<file path="src/rtl/serial_rx.sv">
// serial_rx: receive end of the display serial link.
// Oversamples the asynchronous sclk / data_enable / sdo / dclk lines in the
// internal oscillator domain, shifts payload bits in MSB first on each sclk
// rise, and commits the recovered word on a dclk rise when exactly WIDTH
// bits have been collected. Any other commit is reported as a frame error.
module serial_rx #(
    parameter int WIDTH       = 32,
    parameter int SYNC_STAGES = 2
) (
    input  logic                       clk,
    input  logic                       rst_n,
    input  logic                       sclk,
    input  logic                       data_enable,
    input  logic                       sdo,
    input  logic                       dclk,
    output logic [WIDTH-1:0]           data_out,
    output logic                       data_valid,
    output logic                       frame_err,
    output logic [$clog2(WIDTH+1)-1:0] bit_count,
    output logic                       busy
);

    localparam int CW = $clog2(WIDTH + 1);
    localparam logic [CW-1:0] FULL_C = CW'(WIDTH);

    // Bit positions of the link lines inside the synchronizer bundle.
    localparam int SCLK_B = 0;
    localparam int EN_B   = 1;
    localparam int SDO_B  = 2;
    localparam int DCLK_B = 3;

    typedef enum logic [1:0] {
        IDLE    = 2'd0,
        SHIFT   = 2'd1,
        OVERRUN = 2'd2
    } state_t;

    state_t                         state_r;
    logic [WIDTH-1:0]               shift_r;

    logic [3:0]                     link_s;
    logic [SYNC_STAGES-1:0][3:0]    sync_r;
    logic [3:0]                     sync_out_s;
    logic [2:0]                     hist_r;      // {dclk, data_enable, sclk}

    logic                           sclk_rise_s;
    logic                           en_rise_s;
    logic                           dclk_rise_s;

    // Registered event stage: all events and the sampled sdo/enable levels
    // are captured together so that they stay aligned cycle for cycle.
    logic                           sclk_rise_r;
    logic                           en_rise_r;
    logic                           dclk_rise_r;
    logic                           sdo_d_r;
    logic                           en_lvl_r;

    assign link_s     = {dclk, sdo, data_enable, sclk};
    assign sync_out_s = sync_r[SYNC_STAGES-1];

    assign sclk_rise_s = sync_out_s[SCLK_B] & ~hist_r[0];
    assign en_rise_s   = sync_out_s[EN_B]   & ~hist_r[1];
    assign dclk_rise_s = sync_out_s[DCLK_B] & ~hist_r[2];

    assign busy = (state_r != IDLE);

    // Synchronizer chain for all four link lines (same depth, so sdo and
    // sclk see identical delay) followed by the edge-history flops.
    always_ff @(posedge clk) begin
        if (!rst_n) begin
            sync_r <= '0;
            hist_r <= 3'b000;
        end else begin
            sync_r <= {sync_r[SYNC_STAGES-2:0], link_s};
            hist_r <= {sync_out_s[DCLK_B], sync_out_s[EN_B], sync_out_s[SCLK_B]};
        end
    end

    // Capture the rise events with the sdo and enable levels of the same cycle.
    always_ff @(posedge clk) begin
        if (!rst_n) begin
            sclk_rise_r <= 1'b0;
            en_rise_r   <= 1'b0;
            dclk_rise_r <= 1'b0;
            sdo_d_r     <= 1'b0;
            en_lvl_r    <= 1'b0;
        end else begin
            sclk_rise_r <= sclk_rise_s;
            en_rise_r   <= en_rise_s;
            dclk_rise_r <= dclk_rise_s;
            sdo_d_r     <= sync_out_s[SDO_B];
            en_lvl_r    <= sync_out_s[EN_B];
        end
    end

    // Frame FSM: shifting, bit counting, commit / reject on dclk.
    // dclk has priority over a coincident sclk rise (that bit is dropped);
    // a coincident enable rise starts a fresh frame after the commit.
    always_ff @(posedge clk) begin
        if (!rst_n) begin
            state_r    <= IDLE;
            shift_r    <= '0;
            bit_count  <= '0;
            data_out   <= '0;
            data_valid <= 1'b0;
            frame_err  <= 1'b0;
        end else begin
            data_valid <= 1'b0;
            frame_err  <= 1'b0;
            if (dclk_rise_r) begin
                if ((state_r == SHIFT) && (bit_count == FULL_C)) begin
                    data_out   <= shift_r;
                    data_valid <= 1'b1;
                end else begin
                    frame_err  <= 1'b1;
                end
                bit_count <= '0;
                if (en_rise_r) begin
                    state_r <= SHIFT;
                    shift_r <= '0;
                end else begin
                    state_r <= IDLE;
                end
            end else if (en_rise_r) begin
                // Fresh frame from any state; a restart is not an error.
                state_r   <= SHIFT;
                bit_count <= '0;
                shift_r   <= '0;
            end else begin
                case (state_r)
                    IDLE: begin
                        state_r <= IDLE;
                    end
                    SHIFT: begin
                        if (sclk_rise_r && en_lvl_r) begin
                            shift_r <= {shift_r[WIDTH-2:0], sdo_d_r};
                            if (bit_count == FULL_C) begin
                                state_r <= OVERRUN;
                            end else begin
                                bit_count <= bit_count + CW'(1);
                            end
                        end else begin
                            state_r <= SHIFT;
                        end
                    end
                    OVERRUN: begin
                        // Keep the most recent WIDTH bits; count stays saturated.
                        if (sclk_rise_r && en_lvl_r) begin
                            shift_r <= {shift_r[WIDTH-2:0], sdo_d_r};
                        end else begin
                            state_r <= OVERRUN;
                        end
                    end
                    default: begin
                        state_r   <= IDLE;
                        bit_count <= '0;
                    end
                endcase
            end
        end
    end

endmodule

</file>
<file path="config.mk">
export PLATFORM = sky130hd
export DESIGN_NAME = serial_rx
export DESIGN_NICKNAME = d
export VERILOG_FILES = /design/src/rtl/serial_rx.sv
export SDC_FILE = /design/constraint.sdc
export NUM_CORES = 1
export LEC_CHECK = 0
export CORE_ASPECT_RATIO = 1.75
export CORE_MARGIN = 1.5
export CORE_UTILIZATION = 57
export CTS_CLUSTER_DIAMETER = 100
export DETAILED_ROUTE_END_ITERATION = 6
export PLACE_DENSITY = 0.83
export SYNTH_ARGS = -nofsm -noshare
export SYNTH_HDL_FRONTEND = slang
export SYNTH_SLANG_ARGS = --single-unit
export TNS_END_PERCENT = 100
</file>
<file path="constraint.sdc">
create_clock -name clk -period 2.27 [get_ports clk]
set_input_delay 0.681 -clock clk [delete_from_list [all_inputs] [get_ports clk]]
set_output_delay 0.681 -clock clk [all_outputs]
set_load 0.05 [all_outputs]
</file>
==> results.env <==
TIMING.MAX_CAP.VIOLATIONS=0
CRIT_FAMILY='buffers and inverters'
NETLIST_INSTANCES=382
ANTENNA_VIOLATING_NETS_POST_ROUTE=0
POSTSYNTHREGISTERBITS=89
MIN-DELAY-START='hist_r[0]'
VIAS_PER_CELL=5.16
FINAL_TNS_SETUP_PS=0
LARGEST_AREA_CONTRIBUTOR_IN_THE_NETLIST='sky130_fd_sc_hd__dfxtp_1'
MET3_USAGE_PCT=3.11
INSTANCES_NO_FILL=507
POST-ROUTE-UTIL_PCT=72.6
REGTOREGENDPOINT='bit_count[2]'
CLKTRANSATPATHREGS_PS=80
GRT_OVERFLOW=0
P_PER_AREA_nW_PER_UM2=672
NUM_VIAS=2617
YS_TYPES=37
CTS.SINK_COUNT=89
HOLD_PATH_CLASS='reg -> reg'
FILL_CELLS=477
DIE-WIDTH_UM=60.4
TIMING.CRITICAL_PATH.TO_TYPE='output port'
RSZ0062_AT_GRT='false'
PLACE.PORT_BUFFERS=46
CTS_MADE_BUFFERS=9
CRITICAL_PATH_PEAK_FANOUT=2
RRSETUPSLACK_PS=440
CRIT_PATH_START='data_out[7]'
REPORT.FINAL.SLEW_VIOL_COUNT=0
POST_SYNTH.CELL_AREA_AVG_UM2=8.59
GROUTE.USAGE.OVERALL_PCT=21.7
SETUP_VIOL=0
PIN_SLEW_WITH_THE_LEAST_HEADROOM_TO_ITS_LIMIT_PS=505
CLOCKBUFFERDEPTH=2
CRIT_PATH_TOP_DELAY_CELL='sky130_fd_sc_hd__clkdlybuf4s50_1'
PLACED_AREA_UM2=3830
ANTENNA_FOUND_INITIAL=0
DP.FINAL_HPWL_MM=4.12
FF_LATCH_AREA_UM2=1780
SYNTH-SEQ-AREA-SHARE_PCT=54.3
POSTSYNTHNETCOUNT=393
CLK_ROOT_BUF='sky130_fd_sc_hd__clkbuf_8'
CLOCK_LATENCY_PS=340
GRT_UTIL_MET2_PCT=37.5
CLOCK_TREE.HTREE_LEVEL_COUNT=3
SYNTH_WARNINGS=0
WORST_R2R_PATH_DEPTH=6
VDD_DROP_MAX_uV=711
SYN-CELL-AREA_UM2=3280
CP_DATA_REQUIRED_TIME_PS=1590
FP.COREAREA_UM2=5540
DRCVIOLATIONCOUNT=0
WORSTSETUPPATHDEPTH=1
GRT_MAX_DEGREE=33
CHIPHEIGHT_UM=103
CRITPATHARRIVALTIME_PS=1520
SYNTH_TOP_CELLS_BY_AREA='sky130_fd_sc_hd__dfxtp_1 54%, sky130_fd_sc_hd__nand2_1 15%, sky130_fd_sc_hd__a21boi_1 6.9%'
CRIT_CHAIN='clkdlybuf4s50_1'
GP_CONGESTION=0.862
DESIGN.DIE.AREA_UM2=6240
CLOCK_TREE_FROM_TRITONCTS='done'
RELSLEWSLACK_PCT=66.2
MET1_USAGE_PCT=24.8
TIMING.CRITICAL_PATH.SLOWEST_CELL_DELAY_PS=820
FIRST_ITER_VIOLATIONS=66
TOP_USAGE_LAYER='met2'
TOP_CELL_TYPE_S_SHARE_OF_SYNTHESIZED_AREA_PCT=54.3
CTS-HOLD-FIX-BUFFERS=0
FIRST_PASS_ITERS=5
LAYOUT_WORST_PATH_CYCLE_SHARE_PCT=97.0
POWER.STATIC_LEAKAGE_nW=1.41
FRACTION_OF_LAYOUT_INSTANCES_USING_A_DRIVE_STRENGTH_ABOVE_1_PCT=7.89
HOLD_VIOL=0
ROUTEDWLPERCELL_UM=12.1
PLACEMENT_ROWS=36
MULTI_INPUT_COMB_AREA_UM2=1390
NNETSFINAL=438
FINAL.MIN_CLOCK_PERIOD_PS=2200
FIRST_PASS_GRT_WIRE_LENGTH_MM=10.4
PLACED_CELLS_INCL_TAPS=492
INITIAL_CORE_UTIL_PCT=59.3
STATUS='finished clean'
IO_PINS=47
CRIT_BUF_INV=1
R2R_START='state_r[0]'
DRT-TOTAL-WL_MM=6.12
INSERTEDDIODECOUNT=0
CLOCK.FMAX_GHz=0.454
FINAL.SETUP_SKEW_PS=7.87
GRT_PASS1_VIAS=2450
TIMING.SETUP.CRITICAL_PATH_CLASS='reg -> out'
LAYOUT.CELL_AREA.NON_FILLER_UM2=4020
CRITICAL_PATH.ENDPOINT='data_out[7]'
LAYOUT-AREA-OVERHEAD-VS-SYNTH_PCT=22.5
WORST_SETUP_PATH_START_KIND='flip-flop'
[worst min path at each step]
stage                  endpoint  cells after the start
floorplan           dclk_rise_r                      1
global placement    dclk_rise_r                      1
detailed placement  sclk_rise_r                      1
CTS                 sclk_rise_r                      1
global route        dclk_rise_r                      1
finish              sclk_rise_r                      1
[power breakdown]
part	leakage, nW	internal [mW]	switching (mW)	total (mW)
Combinational	0.586	0.0340	0.0366	0.0705
Sequential	0.719	1.57	0.00518	1.58
Clock	0.102	0.560	0.497	1.06
Total	1.41	2.16	0.539	2.70
[routing by layer]
layer	share of wire, %	wire [um]	vias to the layer above
met2	53	3220	46
met5	0	0	-
met3	2.7	167	15
met4	2.8	173	0
met1	42	2560	1218
li1	-	-	1338
[synth_stat cells, drive strengths merged]
master / instances
and3: 3
nor2b: 3
nand3: 5
nor4: 1
o211ai: 3
o2bb2ai: 1
nor2: 7
nand4bb: 1
a311oi: 1
a21oi: 36
dfxtp: 89
or2: 1
a21bo: 1
o211a: 1
o31a: 1
o21ai: 2
clkbuf: 14
nor3: 4
a21boi: 33
nor3b: 1
a22oi: 1
mux2i: 1
inv: 6
a31oi: 2
nand2b: 1
or3: 1
buf: 7
nand4b: 1
nand3b: 1
and2: 14
or4: 1
nand2: 133
ha: 5
[through the flow]
step	power (mW)	setup WS, ps	hold slack (ps)
floorplan	1.65	336	367
global placement	1.68	334	377
detailed placement	1.68	309	377
CTS	2.72	59.9	389
global route	2.80	36.4	398
finish	2.70	67.6	386
[cell families (layout without fill, tap and decap cells)]
logic type               count (synthesis)  after routing  share of synthesized area (%)
AO/OA/AOI/OAI                           82             82                           16.4
adder cells (fa/ha/maj)                  5              5                           1.91
buffers and inverters                   27             76                           3.58
flip-flops                              89             89                           54.3
multiplexers                             1              1                          0.305
AND/OR/NAND/NOR                        178            178                           23.6
[state kept, by name (all words and copies together), names as in the netlist]
name and cells:
sync_out_s 4, bit_count 6, shift_r 32, sdo_d_r 1
hist_r 3, data_valid 1, frame_err 1, sclk_rise_r 1
sync_r 4, data_out 32, en_rise_r 1, state_r 2
dclk_rise_r 1
[cell type report]
cell class,instances,area share (%)
Sequential cell,89,44.3
Multi-Input combinational cell,266,34.6
Clock inverter,3,0.996
Tap cell,76,2.36
Timing Repair Buffer,55,13.3
Inverter,6,0.560
Clock buffer,12,3.86
[placed cells by master, fill, tap and decap left out, types with 2 or more instances in the layout]
cell type	Yosys	final
sky130_fd_sc_hd__and3_1	3	3
sky130_fd_sc_hd__clkdlybuf4s50_1	0	39
sky130_fd_sc_hd__nand2_1	133	133
sky130_fd_sc_hd__ha_1	5	5
sky130_fd_sc_hd__clkbuf_8	0	11
sky130_fd_sc_hd__a31oi_1	2	2
sky130_fd_sc_hd__a21boi_1	30	30
sky130_fd_sc_hd__dfxtp_1	89	89
sky130_fd_sc_hd__nor2b_1	3	3
sky130_fd_sc_hd__nor2_1	7	7
sky130_fd_sc_hd__buf_12	0	2
sky130_fd_sc_hd__and2_1	14	14
sky130_fd_sc_hd__nor3_1	3	3
sky130_fd_sc_hd__clkinv_2	0	2
sky130_fd_sc_hd__o211ai_1	2	2
sky130_fd_sc_hd__o21ai_0	2	2
sky130_fd_sc_hd__a21oi_1	36	36
sky130_fd_sc_hd__a21boi_0	3	3
sky130_fd_sc_hd__nand3_1	5	5
sky130_fd_sc_hd__buf_4	3	13
sky130_fd_sc_hd__inv_1	6	6
[timing repair]
action                                  CTS  global route
endpoints found under the setup margin    1             0
gates resized for setup                   1             0
buffers inserted                          0             0
(Power assumes the default switching activity.)
